==> src/rtl/clock_step_controller.sv <==
// Run/halt/single-step sequencer producing a one-cycle CPU clock enable
// from clk divided by one of four selectable periods.
module clock_step_controller #(
  parameter int unsigned DIV0          = 3000000,
  parameter int unsigned DIV1          = 300000,
  parameter int unsigned DIV2          = 3000,
  parameter int unsigned DIV3          = 1,
  parameter bit          START_RUNNING = 1'b0
) (
  input  logic        clk,
  input  logic        reset,
  input  logic        run_btn,
  input  logic        step_btn,
  input  logic        halt_req,
  input  logic [1:0]  rate_sel,
  output logic        cpu_ce,
  output logic        running,
  output logic [15:0] ce_count
);

  localparam int unsigned MAX_AB  = (DIV0 > DIV1) ? DIV0 : DIV1;
  localparam int unsigned MAX_CD  = (DIV2 > DIV3) ? DIV2 : DIV3;
  localparam int unsigned MAX_DIV = (MAX_AB > MAX_CD) ? MAX_AB : MAX_CD;
  localparam int unsigned CW      = (MAX_DIV > 1) ? $clog2(MAX_DIV) : 1;

  localparam logic [CW-1:0] LAST0 = CW'(DIV0 - 1);
  localparam logic [CW-1:0] LAST1 = CW'(DIV1 - 1);
  localparam logic [CW-1:0] LAST2 = CW'(DIV2 - 1);
  localparam logic [CW-1:0] LAST3 = CW'(DIV3 - 1);

  typedef enum logic [1:0] {
    S_HALT = 2'd0,
    S_RUN  = 2'd1,
    S_STEP = 2'd2
  } state_t;

  // Terminal count value for a given rate selection.
  function automatic logic [CW-1:0] sel_last(input logic [1:0] sel);
    logic [CW-1:0] last;
    case (sel)
      2'd0:    last = LAST0;
      2'd1:    last = LAST1;
      2'd2:    last = LAST2;
      2'd3:    last = LAST3;
      default: last = LAST0;
    endcase
    return last;
  endfunction

  state_t        state_r, next_state_s;
  logic          run_prev_r, step_prev_r;
  logic          latch_pend_r;
  logic [CW-1:0] count_r, count_next_s;
  logic [CW-1:0] active_last_r, active_last_next_s;
  logic          cpu_ce_r, cpu_ce_next_s;
  logic          running_r;
  logic [15:0]   ce_count_r;
  logic          run_evt_s, step_evt_s, term_s;

  assign run_evt_s  = run_btn & ~run_prev_r;
  assign step_evt_s = step_btn & ~step_prev_r;
  assign term_s     = (count_r == active_last_r);

  // Next-state, divider and clock-enable decode.
  always_comb begin
    next_state_s       = state_r;
    count_next_s       = '0;
    active_last_next_s = active_last_r;
    cpu_ce_next_s      = 1'b0;

    case (state_r)
      S_HALT: begin
        if (run_evt_s && !halt_req) begin
          next_state_s = S_RUN;
        end else if (step_evt_s) begin
          next_state_s = S_STEP;
        end else begin
          next_state_s = S_HALT;
        end
      end
      S_STEP: begin
        next_state_s = S_HALT;
      end
      S_RUN: begin
        if (halt_req || run_evt_s) begin
          next_state_s = S_HALT;
        end else begin
          next_state_s = S_RUN;
        end
      end
      default: begin
        next_state_s = S_HALT;
      end
    endcase

    // The period is only re-sampled at a period boundary, never mid-period.
    if (next_state_s == S_RUN) begin
      if (state_r != S_RUN || term_s) begin
        count_next_s = '0;
      end else begin
        count_next_s = count_r + CW'(1);
      end
      if (state_r != S_RUN || term_s || latch_pend_r) begin
        active_last_next_s = sel_last(rate_sel);
      end else begin
        active_last_next_s = active_last_r;
      end
    end else begin
      count_next_s       = '0;
      active_last_next_s = active_last_r;
    end

    if ((next_state_s == S_RUN && state_r == S_RUN && term_s) || next_state_s == S_STEP) begin
      cpu_ce_next_s = 1'b1;
    end else begin
      cpu_ce_next_s = 1'b0;
    end
  end

  // State, divider and registered outputs.
  always_ff @(posedge clk) begin
    if (reset) begin
      state_r       <= START_RUNNING ? S_RUN : S_HALT;
      run_prev_r    <= 1'b0;
      step_prev_r   <= 1'b0;
      latch_pend_r  <= START_RUNNING;
      count_r       <= '0;
      active_last_r <= LAST0;
      cpu_ce_r      <= 1'b0;
      running_r     <= START_RUNNING;
      ce_count_r    <= 16'd0;
    end else begin
      state_r       <= next_state_s;
      run_prev_r    <= run_btn;
      step_prev_r   <= step_btn;
      latch_pend_r  <= 1'b0;
      count_r       <= count_next_s;
      active_last_r <= active_last_next_s;
      cpu_ce_r      <= cpu_ce_next_s;
      running_r     <= (next_state_s == S_RUN);
      if (cpu_ce_next_s) begin
        ce_count_r <= ce_count_r + 16'd1;
      end else begin
        ce_count_r <= ce_count_r;
      end
    end
  end

  assign cpu_ce   = cpu_ce_r;
  assign running  = running_r;
  assign ce_count = ce_count_r;

endmodule
==> config.mk <==
export PLATFORM = sky130hd
export DESIGN_NAME = clock_step_controller
export DESIGN_NICKNAME = d
export VERILOG_FILES = /design/src/rtl/clock_step_controller.sv
export SDC_FILE = /design/constraint.sdc
export NUM_CORES = 1
export LEC_CHECK = 0
export CAP_MARGIN = 20
export CORE_ASPECT_RATIO = 0.75
export CORE_MARGIN = 2
export CORE_UTILIZATION = 53
export DETAILED_ROUTE_END_ITERATION = 8
export PLACE_DENSITY = 0.75
export SLEW_MARGIN = 25
export SYNTH_ARGS = -nofsm -noshare
export SYNTH_HDL_FRONTEND = slang
export SYNTH_SLANG_ARGS = --single-unit
==> constraint.sdc <==
create_clock -name clk -period 4.5 [get_ports clk]
set_input_delay 0.9 -clock clk [delete_from_list [all_inputs] [get_ports clk]]
set_output_delay 0.9 -clock clk [all_outputs]
set_load 0.05 [all_outputs]
-- Word-level counts from Yosys, hierarchy flattened
Index checks and enable logic that the tools add are counted.
- multiplexer cells: 6
- bitwise logic cells: 5
- reduce and logical (&&, ||, !) cells: 11
- equal/unequal tests: 8
- add/subtract/negate cells: 2
- operator list (operator ; number):
    $pmux W22 S4 ; 1
    $add A22 B1 Y22 const B ; 1
    $eq A22 B22 Y1 ; 1
    $add A16 B1 Y16 const B ; 1
    $eq A2 B1 Y1 const B ; 3
    $eq A2 B2 Y1 const B ; 3
    $logic_not A2 Y1 ; 2
    $mux W2 ; 2
    $pmux W2 S2 ; 1
    $logic_and A1 B1 Y1 ; 3
    $logic_or A1 B1 Y1 ; 3
    $not A1 Y1 ; 3
    $reduce_or A3 Y1 ; 1
    $and A1 B1 Y1 ; 2
    $mux W1 ; 2
    $ne A2 B1 Y1 const B ; 1
    $reduce_and A2 Y1 ; 1
    $logic_not A1 Y1 ; 1
- flip-flop bits (word level): 66
- bits of input ports: 7
- output and inout port bits: 18
- word-level logic and storage cells: 40

-- Logic depth before layout (Yosys ltp)
Gate-level depths: netlist of the first run.
- depth in word-level cells: 10
- depth in mapped cells: 9
- gate-level depth less buffers: 6

-- Worst setup path before layout of the first run
Ideal clock, no wire load.
- kind: input to register
- start: input port run_btn
- end: register active_last_r[5]
- path buffers: 1
- cell stages on the path: 7
- arrival time: 2.232 ns
- path slack: 2.154 ns
- cells stage by stage: nand2b_1 > nand3_1 > a2111oi_2 > a21oi_1 > clkbuf_1 > or3_1 > a21o_1
- longest elaborated chain between the ends: 6
- ends and longest elaborated chain (item ; RTL line ; RTL):
    start: declaration ; 12 ; input logic run_btn,
    $and A1 B1 Y1 * ; 60 ; assign run_evt_s = run_btn & ~run_prev_r;
    $logic_or A1 B1 Y1 / $logic_and A1 B1 Y1 (equally long branches) ; 85, 73 ;
    $mux W1 / $mux W2 (equally long branches) ; 85, 73 ;
    $pmux W2 S2 * ; 71 ; case (state_r)
    $eq A2 B1 Y1 * ; 97 ; if (next_state_s == S_RUN) begin
    $reduce_and A2 Y1 (no line) * ; -- ;
    end signal: assignment ; 138 ; active_last_r <= active_last_next_s;
    end: declaration ; 54 ; logic [CW-1:0] active_last_r, active_last_next_s;
Every way passes the cells marked *; elsewhere a longest branch is shown, timed or not.
A chain may end at the register's enable or synchronous reset.

-- Worst setup path after layout of the first run
- start: input port halt_req
- end: register active_last_r[18]
- longest elaborated chain between the ends: 6
- ends and longest elaborated chain (item ; RTL line ; RTL):
    start: declaration ; 14 ; input logic halt_req,
    $logic_not A1 Y1 ; 73 ; if (run_evt_s && !halt_req) begin
    $logic_and A1 B1 Y1 ; 73 ;
    $mux W2 ; 73 ;
    $pmux W2 S2 * ; 71 ;
    $eq A2 B1 Y1 * ; 97 ;
    $reduce_and A2 Y1 (no line) * ; -- ;
Marks and branches as above.

==> flow_summary.ini, run 1 <==
[place]
pre_cts_ws_ns = 1.39
dpl.hpwl_um = 3360
gp_congestion = 0.815
io_buffer_count = 24

[routing]
via_count = 1944
drc_errors = 0
routed_via_density = 5.57
totalWireLength_um = 4670
drtIter0Drc = 139
wire_per_inst_um = 13.4
drtPass1Iterations = 4
antenna_left = 0

[die]
fp-row-count = 20
start_util_pct = 56.8
die_w_um = 81.0
fp.dieH_um = 61.8
ios = 25
core-area_sq_um = 4150
dieArea_sq_um = 5010

[power]
p_per_area_nw_per_um2 = 287
p_leak_nw = 0.885
ir_drop_uv = 223

[synth]
ys_warn_count = 0
syn_area_per_cell_sq_um = 8.67
ys_async_sr_fraction_pct = 0
ys.flop_type = dfxtp_1
synth_nets = 285
syn_inst = 272
synth.yosys.seq_area_share_pct = 43.3
synth_edf_count = 0
netlist_area_sq_um = 2360
ys_types = 37
synth-seq-cells = 51

[setup_path]
crit_path_top_delay_cell = clkdlybuf4s50_1
path_max_fanout = 11
cp-endpoint = active_last_r[18]
rr_worst_depth = 6
cp_slowest_stage_delay_ns = 0.49
ff2ff_setup_slack_ns = 1.81
endpoint_kind = flip-flop
timing.rr.end = count_r[6]
crit_path_cell_trace = clkdlybuf4s50_1, nor2_1, nand3_1, a2111oi_2, a21oi_1, or3_1, a21o_1
cp_data_arrival_time_ns = 2.98
worstPathRequired_ns = 4.70
timing.rr.start = active_last_r[9]
cp-startpoint = halt_req
startpoint_type = primary input
critPathKind = primary input to flip-flop

[sta]
rsz0062_at_grt = no
fmax_mhz = 360
report.final.setup_viol = 0
worst_pin_slew_ns = 0.859
timing_hold_violations_final = 0
min_period_ns = 2.78
setup_ws_ns = 1.72
whs_ns = 0.465
skew_ns = 0.00411
post-route-period-util_pct = 61.7
relSlewSlack_pct = 42.4
slew_viol_final = 0
finalSetupTns_ns = 0

[clock_tree]
cts.sinks = 51
cts-root-buf = clkbuf_8
postCtsSetupBuffers = 0
ctsLongestPathBuffers = 2
insertion_delay_ns = 0.30
clkTransAtPathRegs_ns = 0.09
cts_buffers = 5
cts_tree = built
hold_buffers = 0
post_cts_resized = 0
htree_levels = 2

[flow_run]
maxCapViolCount = 0

[global_route]
antenna_found_initial = 0
overflow = 0
busiest_layer = met1
grt_pass1_vias = 1670
grtUsageMet2_pct = 29.5
use_met1_pct = 30.6
grt_max_degree = 32
grt_pass1_wl_um = 7810
grtUsageTotal_pct = 20.9
globalRouteMet3Util_pct = 4.91

[final_layout]
final_nets = 306
drive_gt1_share_pct = 3.74
diodes = 0
area_growth_pct = 15.0

[min_path]
hp-class = flip-flop to flip-flop

[run_status]
outcome = finished, final reports clean
[state kept, by name, indices dropped and copies added (netlist names)]
name / count
state_r: 2
count_r: 22
running: 1
ce_count: 16
run_prev_r: 1
step_prev_r: 1
active_last_r: 7
cpu_ce: 1
[cell type report]
type | instances | area [sq um]
clock buffers | 7 | 76.3
fillers | 375 | 1440
flip-flops and latches | 51 | 1020
repair buffers | 25 | 248
multi-input cells | 204 | 1270
well taps | 55 | 68.8
clock inverters | 1 | 5.00
inverters | 6 | 22.5
[cells in the mapped netlist, types with 5 or more instances]
library cell   n  area share [%]
dfxtp_1       51              43
nor2_1        41             6.5
xor2_1        17             6.3
a21oi_1       16             3.4
nand2_1       15             2.4
nand3_1       13             2.8
o21ai_0       13             2.8
or3_1         13             3.4
nand4_1       10             2.7
xnor2_1       10             3.7
clkbuf_1       7             1.1
ha_1           6             3.2
inv_1          6            0.95
and2_1         5             1.3
mux2i_1        5             2.1
nor3_1         5             1.1
nor4_1         5             1.3
[worst min path at each step]
stage               start    endpoint  slack [ns]  depth (start not counted)
2_1_floorplan  count_r[0]  count_r[0]        0.43                          1
3_3_place_gp   count_r[0]  count_r[0]        0.44                          1
3_5_place_dp   count_r[0]  count_r[0]        0.45                          1
4_1_cts        count_r[0]  count_r[0]        0.47                          1
5_1_grt        count_r[0]  count_r[0]        0.50                          1
6_report       count_r[0]  count_r[0]        0.47                          1
[power by group]
| part | internal, mW | switching [mW] |
|---|---|---|
| combinational | 0.0234 | 0.0355 |
| sequential | 0.459 | 0.00702 |
| clock | 0.109 | 0.144 |
[stage by stage]
stage,instance area [sq um],instances,utilization [%],total power [mW]
after floorplan,2360,272,-,0.516
after global routing,2710,349,65.3,0.811
after CTS,2710,349,65.1,0.784
after detailed placement,2620,341,63.2,0.534
after global placement,2620,341,63.2,0.533
final,2710,349,65.3,0.778
[cell usage in the layout, fill, tap and decap left out, types with 2 or more instances in the layout]
cell / synthesis / routed
or4_1: 3 / 3
or3_1: 13 / 13
nand3_1: 13 / 13
a21o_1: 2 / 2
clkbuf_8: 0 / 5
nor2_1: 41 / 41
a211o_1: 2 / 2
and3_1: 3 / 3
inv_1: 6 / 6
nor4_1: 5 / 5
nor2b_1: 3 / 3
o31ai_1: 3 / 3
nor3_1: 5 / 5
dfxtp_1: 51 / 51
nand2b_1: 3 / 3
mux2i_1: 5 / 5
clkdlybuf4s50_1: 0 / 24
xnor2_1: 10 / 10
a21oi_1: 16 / 16
ha_1: 6 / 6
xor2_1: 17 / 17
clkbuf_1: 7 / 2
and4_1: 2 / 2
nand2_1: 15 / 15
nand4_1: 10 / 10
and2_1: 5 / 5
o21ai_0: 13 / 13
[kinds of logic after synthesis]
| kind of cell | after synthesis | synth area share [%] |
|---|---|---|
| and+or+nand+nor | 126 | 28.0 |
| muxes | 5 | 2.12 |
| DFF | 51 | 43.3 |
| buffers and inverters | 17 | 3.13 |
| xor gates and xnor gates | 27 | 10.0 |
| AOI/OAI and AO/OA | 40 | 10.3 |
| adders and majority gates | 6 | 3.18 |
[worst max-delay path: cells and delay by family]
| kind | cells | cell delay (ns) |
|---|---|---|
| AOI/OAI and AO/OA | 3 | 0.96 |
| and+or+nand+nor | 3 | 0.63 |
| buffers and inverters | 1 | 0.49 |
[routing by layer]
layer,vias to the layer above,wire length [um]
met5,-,0
met4,0,69
met3,7,221
met2,43,1920
met1,902,2460
li1,992,-
Note: power is estimated with default switching activity, not from simulation.
==> run 2, diff against run 1 <==
==> constraint.sdc (replaced) <==
create_clock -name clk -period 2.9 [get_ports clk]
set_input_delay 0.58 -clock clk [delete_from_list [all_inputs] [get_ports clk]]
set_output_delay 0.58 -clock clk [all_outputs]
set_load 0.05 [all_outputs]
==> run 2 against run 1 <==
Sequential power grew 55%. Setup slack lost 1.3 ns. Wire length grew 2.0%. Power grew 71%. First-iteration DRC count shrank 20%. Cell count grew 0.29%. Clock skew grew 0.0055 ns. Die area is the same. Largest cell class unchanged. Highest routed layer unchanged.
==> flow_summary.ini, run 2 (synthesized netlist as in run 1, its figures left out) <==
[run_status]
outcome = finished, final reports clean

[clock_tree]
ctsLongestPathBuffers = 2
cts_tree = built
cts.sinks = 51
postCtsSetupBuffers = 0
cts-root-buf = clkbuf_8
post_cts_resized = 0
clkTransAtPathRegs_ns = 0.09
htree_levels = 2
cts_buffers = 5
insertion_delay_ns = 0.31
hold_buffers = 0

[routing]
routed_via_density = 5.49
wire_per_inst_um = 13.6
via_count = 1922
totalWireLength_um = 4770
drc_errors = 0
drtPass1Iterations = 4
drtIter0Drc = 111
antenna_left = 0

[setup_path]
endpoint_kind = flip-flop
crit_path_top_delay_cell = clkdlybuf4s50_1
startpoint_type = primary input
rr_worst_depth = 6
crit_path_cell_trace = clkdlybuf4s50_1, nor2_1, nand3_1, a2111oi_2, a21oi_1, or3_1, a21o_1
path_buf_inv = 1
timing.rr.start = count_r[2]
cp_slowest_stage_delay_ns = 0.48
crit_cells = 7
path_max_fanout = 11
crit_family = compound AO/OA/AOI/OAI gates
ff2ff_setup_slack_ns = 0.47
timing.rr.end = active_last_r[5]
cp_data_arrival_time_ns = 2.66
worstPathRequired_ns = 3.11
critPathKind = primary input to flip-flop

[place]
gp_congestion = 0.812
dpl_cell_area_sq_um = 2630
dpl.hpwl_um = 3310
io_buffer_count = 24
pre_cts_ws_ns = 0.0995

[sta]
timing_hold_violations_final = 0
finalSetupTns_ns = 0
fmax_mhz = 408
slew_viol_final = 0
min_period_ns = 2.45
relSlewSlack_pct = 42.7
skew_ns = 0.00959
report.final.setup_viol = 0
post-route-period-util_pct = 84.4
worst_pin_slew_ns = 0.859
setup_ws_ns = 0.452
rsz0062_at_grt = no

[power]
ir_drop_uv = 315
p_sw_share_pct = 22.8
p_per_area_nw_per_um2 = 483
p_leak_nw = 0.908
seq_power_share_pct = 54.3
p_clk_share_pct = 38.9
intPower_mw = 1.03
power_mw = 1.33
power_switching_mw = 0.303
combPwrFrac_pct = 6.9

[die]
ios = 25
fp.dieH_um = 61.8
dieArea_sq_um = 5010
core-area_sq_um = 4150
fp-row-count = 20
die_w_um = 81.0
start_util_pct = 56.8

[final_layout]
largest_register_ffs = 22
final_nets = 307
regMostFlops = count_r
layout_commonest_cell = dfxtp_1
fin_util_pct = 66.4
fin_area_sq_um = 2760
final_cell_mix = dfxtp_1, nor2_1, clkdlybuf4s50_1
drive_gt1_share_pct = 4.75
area_growth_pct = 16.9
diodes = 0

[global_route]
grt_pass1_wl_um = 7910
overflow = 0
grtUsageTotal_pct = 21.0
antenna_found_initial = 0
grt_pass1_vias = 1691
grt_max_degree = 32

[min_path]
hold_start = count_r[0]
holdPathEnd = count_r[0]
hp-class = flip-flop to flip-flop
holdPathStages = 1

[flow_run]
maxCapViolCount = 0
run 2: worst max path at each step:
stage / from / end
global placement: halt_req / ce_count[14]
CTS: halt_req / ce_count[14]
floorplan: active_last_r[9] / count_r[19]
detailed placement: halt_req / ce_count[14]
global route: run_btn / active_last_r[18]
finish: halt_req / active_last_r[5]
run 2: metrics by stage:
stage          hold WS [ns]  cells
2_1_floorplan         0.426    272
3_3_place_gp          0.441    342
3_5_place_dp          0.449    342
4_1_cts               0.470    350
5_1_grt               0.485    350
6_report              0.465    350
run 2: power by group through the flow:
stage	Sequential (mW)	Combinational (mW)	Clock [mW]
floorplan	0.750	0.0512	0
detailed placement	0.738	0.0902	0
CTS	0.722	0.0907	0.523
global route	0.724	0.100	0.552
global placement	0.738	0.0887	0
finish	0.723	0.0912	0.517
run 2: layout make-up:
type | count | area [sq um]
Fill cell | 377 | 1400
Clock inverter | 2 | 35.0
Multi-Input combinational cell | 204 | 1270
Sequential cell | 51 | 1020
Timing Repair Buffer | 26 | 255
Clock buffer | 6 | 82.6
Tap cell | 55 | 68.8
Inverter | 6 | 22.5
run 2: per-layer routing:
layer | up-vias | GRT usage [%] | routed length (um)
met5 | - | 0 | 0
met4 | 0 | 7.26 | 63
met3 | 7 | 4.34 | 274
met2 | 39 | 30.5 | 1970
met1 | 887 | 31.1 | 2450
li1 | 989 | - | -
==> run 3, diff against run 2 <==
==> constraint.sdc (replaced) <==
create_clock -name clk -period 2.54 [get_ports clk]
set_input_delay 0.508 -clock clk [delete_from_list [all_inputs] [get_ports clk]]
set_output_delay 0.508 -clock clk [all_outputs]
set_load 0.05 [all_outputs]
==> run 3 against run 2 <==
Final area is 0.77% higher. Global-route usage increased by 0.093 points. Setup slack got worse by 0.16 ns. Sequential cell count did not move. Critical path depth did not move. Die area unchanged. Clock power fell by 11%. Largest power group unchanged.
==> flow_summary.ini, run 3 (synthesized netlist as in run 1, its figures left out) <==
[setup_path]
endpoint_kind = flip-flop
cp_data_arrival_time_ns = 2.48
path_max_fanout = 22
crit_family = simple AND/OR/NAND/NOR gates
cp_slowest_stage_delay_ns = 0.44
path_buf_inv = 1
crit_path_top_delay_cell = a2111oi_2
critPathKind = flip-flop to flip-flop
startpoint_type = flip-flop
crit_path_cell_trace = and3_2, nand4_1, a2111oi_2, a21boi_2, buf_12, or3_1, a21oi_1
worstPathRequired_ns = 2.78

[place]
gp_congestion = 0.811
dpl.hpwl_um = 3420
io_buffer_count = 24
dpl.cell_count = 347

[sta]
timing_hold_violations_final = 0
post-route-period-util_pct = 88.4
rsz0062_at_grt = no
slew_viol_final = 0
worst_pin_slew_ns = 0.509
finalSetupTns_ns = 0
fmax_mhz = 445
report.final.setup_viol = 0
relSlewSlack_pct = 66.0
skew_ns = 0.00983
min_period_ns = 2.25

[final_layout]
area_growth_pct = 17.8
largest_register_ffs = 22
drive_gt1_share_pct = 6.33
finalNonFillerCells = 355
final_nets = 312
layout_commonest_cell = dfxtp_1
regMostFlops = count_r
diodes = 0
final_cell_mix = dfxtp_1, nor2_1, clkdlybuf4s50_1

[routing]
drtPass1Iterations = 4
via_count = 1950
routed_via_density = 5.49
antenna_left = 0
drtIter0Drc = 79
wire_per_inst_um = 13.4
totalWireLength_um = 4770
drc_errors = 0

[power]
ir_drop_uv = 403
p_per_area_nw_per_um2 = 505
seq_power_share_pct = 58.8
intPower_mw = 1.05
power_switching_mw = 0.350
power_mw = 1.40
p_leak_nw = 0.922
p_clk_share_pct = 32.9
p_sw_share_pct = 25.0
combPwrFrac_pct = 8.3

[global_route]
overflow = 0
grtUsageTotal_pct = 21.0
antenna_found_initial = 0
grt_max_degree = 29
grt_pass1_vias = 1694
grt_pass1_wl_um = 7870

[die]
fp-row-count = 20
fp.dieH_um = 61.8
dieArea_sq_um = 5010
ios = 25
die_w_um = 81.0
start_util_pct = 56.8
core-area_sq_um = 4150

[clock_tree]
post_cts_resized = 0
cts-root-buf = clkbuf_8
htree_levels = 2
hold_buffers = 0
cts_tree = built
cts.sinks = 51
ctsLongestPathBuffers = 2
postCtsSetupBuffers = 0
insertion_delay_ns = 0.31
cts_buffers = 5
clkTransAtPathRegs_ns = 0.09

[flow_run]
maxCapViolCount = 0

[run_status]
outcome = finished, final reports clean

[min_path]
hp-class = flip-flop to flip-flop
[run 3: worst paths after layout]
kind | start | end | slack (ns) | depth (start not counted)
worst max-delay path | count_r[2] | ce_count[11] | 0.29 | 7
worst min-delay path | count_r[0] | count_r[0] | 0.47 | 1
worst max register to register | count_r[2] | ce_count[11] | 0.29 | 7
worst min register to register | count_r[0] | count_r[0] | 0.47 | 1
[run 3: routing by layer]
metal	track usage, %	share of wire, %	vias to the layer above	wire length (um)
li1	-	-	1013	-
met1	31.1	56	907	2670
met2	29.3	40	24	1890
met3	4.34	2.7	6	131
met4	10.2	1.6	0	76
met5	0	0	-	0
[run 3: power groups by stage]
stage | clock network (mW) | registers, mW | logic, mW
after global routing | 0.510 | 0.827 | 0.126
after CTS | 0.473 | 0.824 | 0.117
after detailed placement | 0 | 0.843 | 0.116
final | 0.462 | 0.824 | 0.116
after global placement | 0 | 0.843 | 0.113
after floorplan | 0 | 0.856 | 0.0585
[run 3: worst register-to-register path, stage by stage (launching register included)]
cell       delay [ns]
dfxtp_1          0.39
and3_2           0.26
nand4_1          0.19
a2111oi_2        0.44
a21boi_2         0.20
buf_12           0.20
or3_1            0.34
a21oi_1          0.15
[run 3: metrics by stage]
| stage | util, % | hold WS (ns) | worst slack [ns] | cell area, sq um |
|---|---|---|---|---|
| floorplan | - | 0.426 | 0.433 | 2360 |
| global placement | 64.8 | 0.439 | 0.146 | 2690 |
| detailed placement | 64.8 | 0.452 | 0.0545 | 2690 |
| CTS | 66.9 | 0.471 | 0.281 | 2780 |
| global route | 66.9 | 0.502 | 0.0879 | 2780 |
| finish | 66.9 | 0.467 | 0.294 | 2780 |
[run 3: layout make-up]
type	instances	area, sq um
Clock buffer	5	68.8
Clock inverter	3	15.0
Fill cell	377	1380
Inverter	6	22.5
Multi-Input combinational cell	204	1260
Sequential cell	51	1020
Tap cell	55	68.8
Timing Repair Buffer	31	318
==> variant, RTL diff (settings of run 2) <==
Re-encode `state_t` (3 states) as one-hot, 3 bits wide.
--- a/src/rtl/clock_step_controller.sv
+++ b/src/rtl/clock_step_controller.sv
@@ -28,10 +28,10 @@
   localparam logic [CW-1:0] LAST2 = CW'(DIV2 - 1);
   localparam logic [CW-1:0] LAST3 = CW'(DIV3 - 1);
 
-  typedef enum logic [1:0] {
-    S_HALT = 2'd0,
-    S_RUN  = 2'd1,
-    S_STEP = 2'd2
+  typedef enum logic [2:0] {
+    S_HALT = 3'b001,
+    S_RUN  = 3'b010,
+    S_STEP = 3'b100
   } state_t;
 
   // Terminal count value for a given rate selection.
Function: no difference found for any inputs over 10 cycles, from zero or initial values and one cycle with reset high; not proved beyond that.
==> variant against run 2 <==
  * Register-to-register slack lost 0.17 ns
  * Critical endpoint is now ce_count[15]$_SDFFE_PP0P_
  * Worst hold slack about the same
  * Power is 0.60% higher
  * Cell area grew 16%
  * Sequential cell count is 1 higher
  * Setup slack worse by 0.15 ns
  * Critical path type is now register to register
  * Routed wire length increased by 20%
  * Utilization down 2.0 points
  * Synthesized area is 17% higher
==> variant: results (changes against run 2) <==
VDD IR-drop max=0.000273 V (-13%); depth of the CTS H-tree=2 (unchanged); vias in the first global route=2,157 (+28%); DRT Pass-1 Iters=4 (unchanged); seq pwr=0.737 mW (+2%); CP Launch Type=register; GPL Wtd Cong=0.827 (+1.8%); critical path peak fanout=14 (+3); cells taking the most area after synthesis=dfxtp_1, nor2_1, mux2_2, nor2b_1, xnor2_1; post-route non-filler standard cell count=411 (+17%); Core ar.=4950 um2 (+19%); largest net degree at the start of global routing=53 (+66%); Hold Slack=0.464 ns (-0.000451 ns); layout cell share with drive strength beyond 1=8.83% (+4.1 points); Placed Area=3080 um2 (+17%); Gate Count Post-Synth=327 (+20%); Final Power=1.34 mW (+0.60%); flop-to-flop setup slack=0.30 ns (-0.17 ns); GRT Resource Usage Total=21.0% (+0.070 points); Synth Net Count=340 (+19%); Sw Share=23.3% (+0.49 points); Crit-path slowest cell=or4_1; antenna violations before repair=0 (unchanged); non-clock buffer count=31 (+19%); FILL cells=429 (+14%); sequential element share of the synthesized area=37.6% (-5.7 points); routed wire length=5730 um (+20%); outcome=finished, final reports clean; nets=363 (+18%); slew at the pin closest to its max-slew limit=0.504 ns (-0.356 ns); CTS clk-pin slew, worst paths=0.09 ns (about the same); fmax=385 MHz (-5.8%); top cells by count, synth=dfxtp_1, nor2_1, nand2_1, nor2b_1, nand4_1; clock network area share=3.38% (-0.89 points); power per cell area=420 nW/um2 (-13%); Inverters excl. clock=7 (+1); drt via density=5.72 (+4.2%); sequential cell area share=32.7% (-4.4 points); Most flops, register=count_r; dpl hpwl=4040 um (+22%); count of cell types in the netlist=39 (+5.4%); placed cell count=403 (+18%); number of CTS-inserted buffers=5 (unchanged); worst skew pair latency=0.31 ns (about the same); #MultiIn Comb=253 (+24%); area of the multi-input gates=1640 um2 (+29%); Worst path max stage delay=0.52 ns (+0.04 ns); DRT iter0 DRCs=183 (+65%); NonClk Buf Share=9.19% (-0.073 points); comb pwr=0.106 mW (+16%); clk root buf=clkbuf_8; #FFs+latches synth=52 (+2.0%); Arrival @ worst endpoint=2.80 ns (+0.14 ns); leak pwr=1.11 nW (+22%); worst-case clock skew=0.0110 ns (+0.00145 ns); first-pass GRT wire length=9670 um (+22%)
==> variant: cell count changes in the layout (fill, tap and decap cells not counted), moves of 7 or more <==
cell     before  now
nor2b_1       3   21
a21oi_1      16    0
mux2_2        0   14
nor2_1       41   51
nand4_1      10   18
or3_1        13    5
nand2_1      15   22
o21ai_0      13    6
xor2_1       17   10
==> variant: worst max-delay path: cells and delay by family, from the launching register on <==
family | cells | cell delay, ns
compound gates | 2 | 0.89
buf+inv | 1 | 0.21
flops | 1 | 0.36
mux | 1 | 0.38
simple gates | 2 | 0.65
==> variant: final timing paths <==
check                                      from                         to  cells after the start
setup / recovery  active_last_r[9]$_SDFFE_PP1P_  ce_count[15]$_SDFFE_PP0P_                      6
hold / removal            count_r[0]$_SDFF_PP0_      count_r[0]$_SDFF_PP0_                      1
setup reg to reg  active_last_r[9]$_SDFFE_PP1P_  ce_count[15]$_SDFFE_PP0P_                      6
hold reg to reg           count_r[0]$_SDFF_PP0_      count_r[0]$_SDFF_PP0_                      1
==> variant: logic make-up (layout without fill, tap and decap cells) <==
group | after synthesis | after routing | share of synthesized area (%)
AO/OA/AOI/OAI | 23 | 23 | 7.05
XOR/XNOR | 23 | 23 | 7.28
adder cells (fa/ha/maj) | 6 | 6 | 2.71
buffers and inverters | 22 | 46 | 2.98
flip-flops | 52 | 52 | 37.6
multiplexers | 23 | 23 | 9.00
AND/OR/NAND/NOR | 178 | 178 | 33.4
==> variant: layer usage <==
| layer | track usage, % | wire (um) | vias up |
|---|---|---|---|
| met2 | 31.5 | 2330 | 63 |
| li1 | - | - | 1191 |
| met4 | 6.54 | 50 | 0 |
| met1 | 30.1 | 3050 | 1091 |
| met5 | 0 | 0 | - |
| met3 | 4.34 | 301 | 7 |
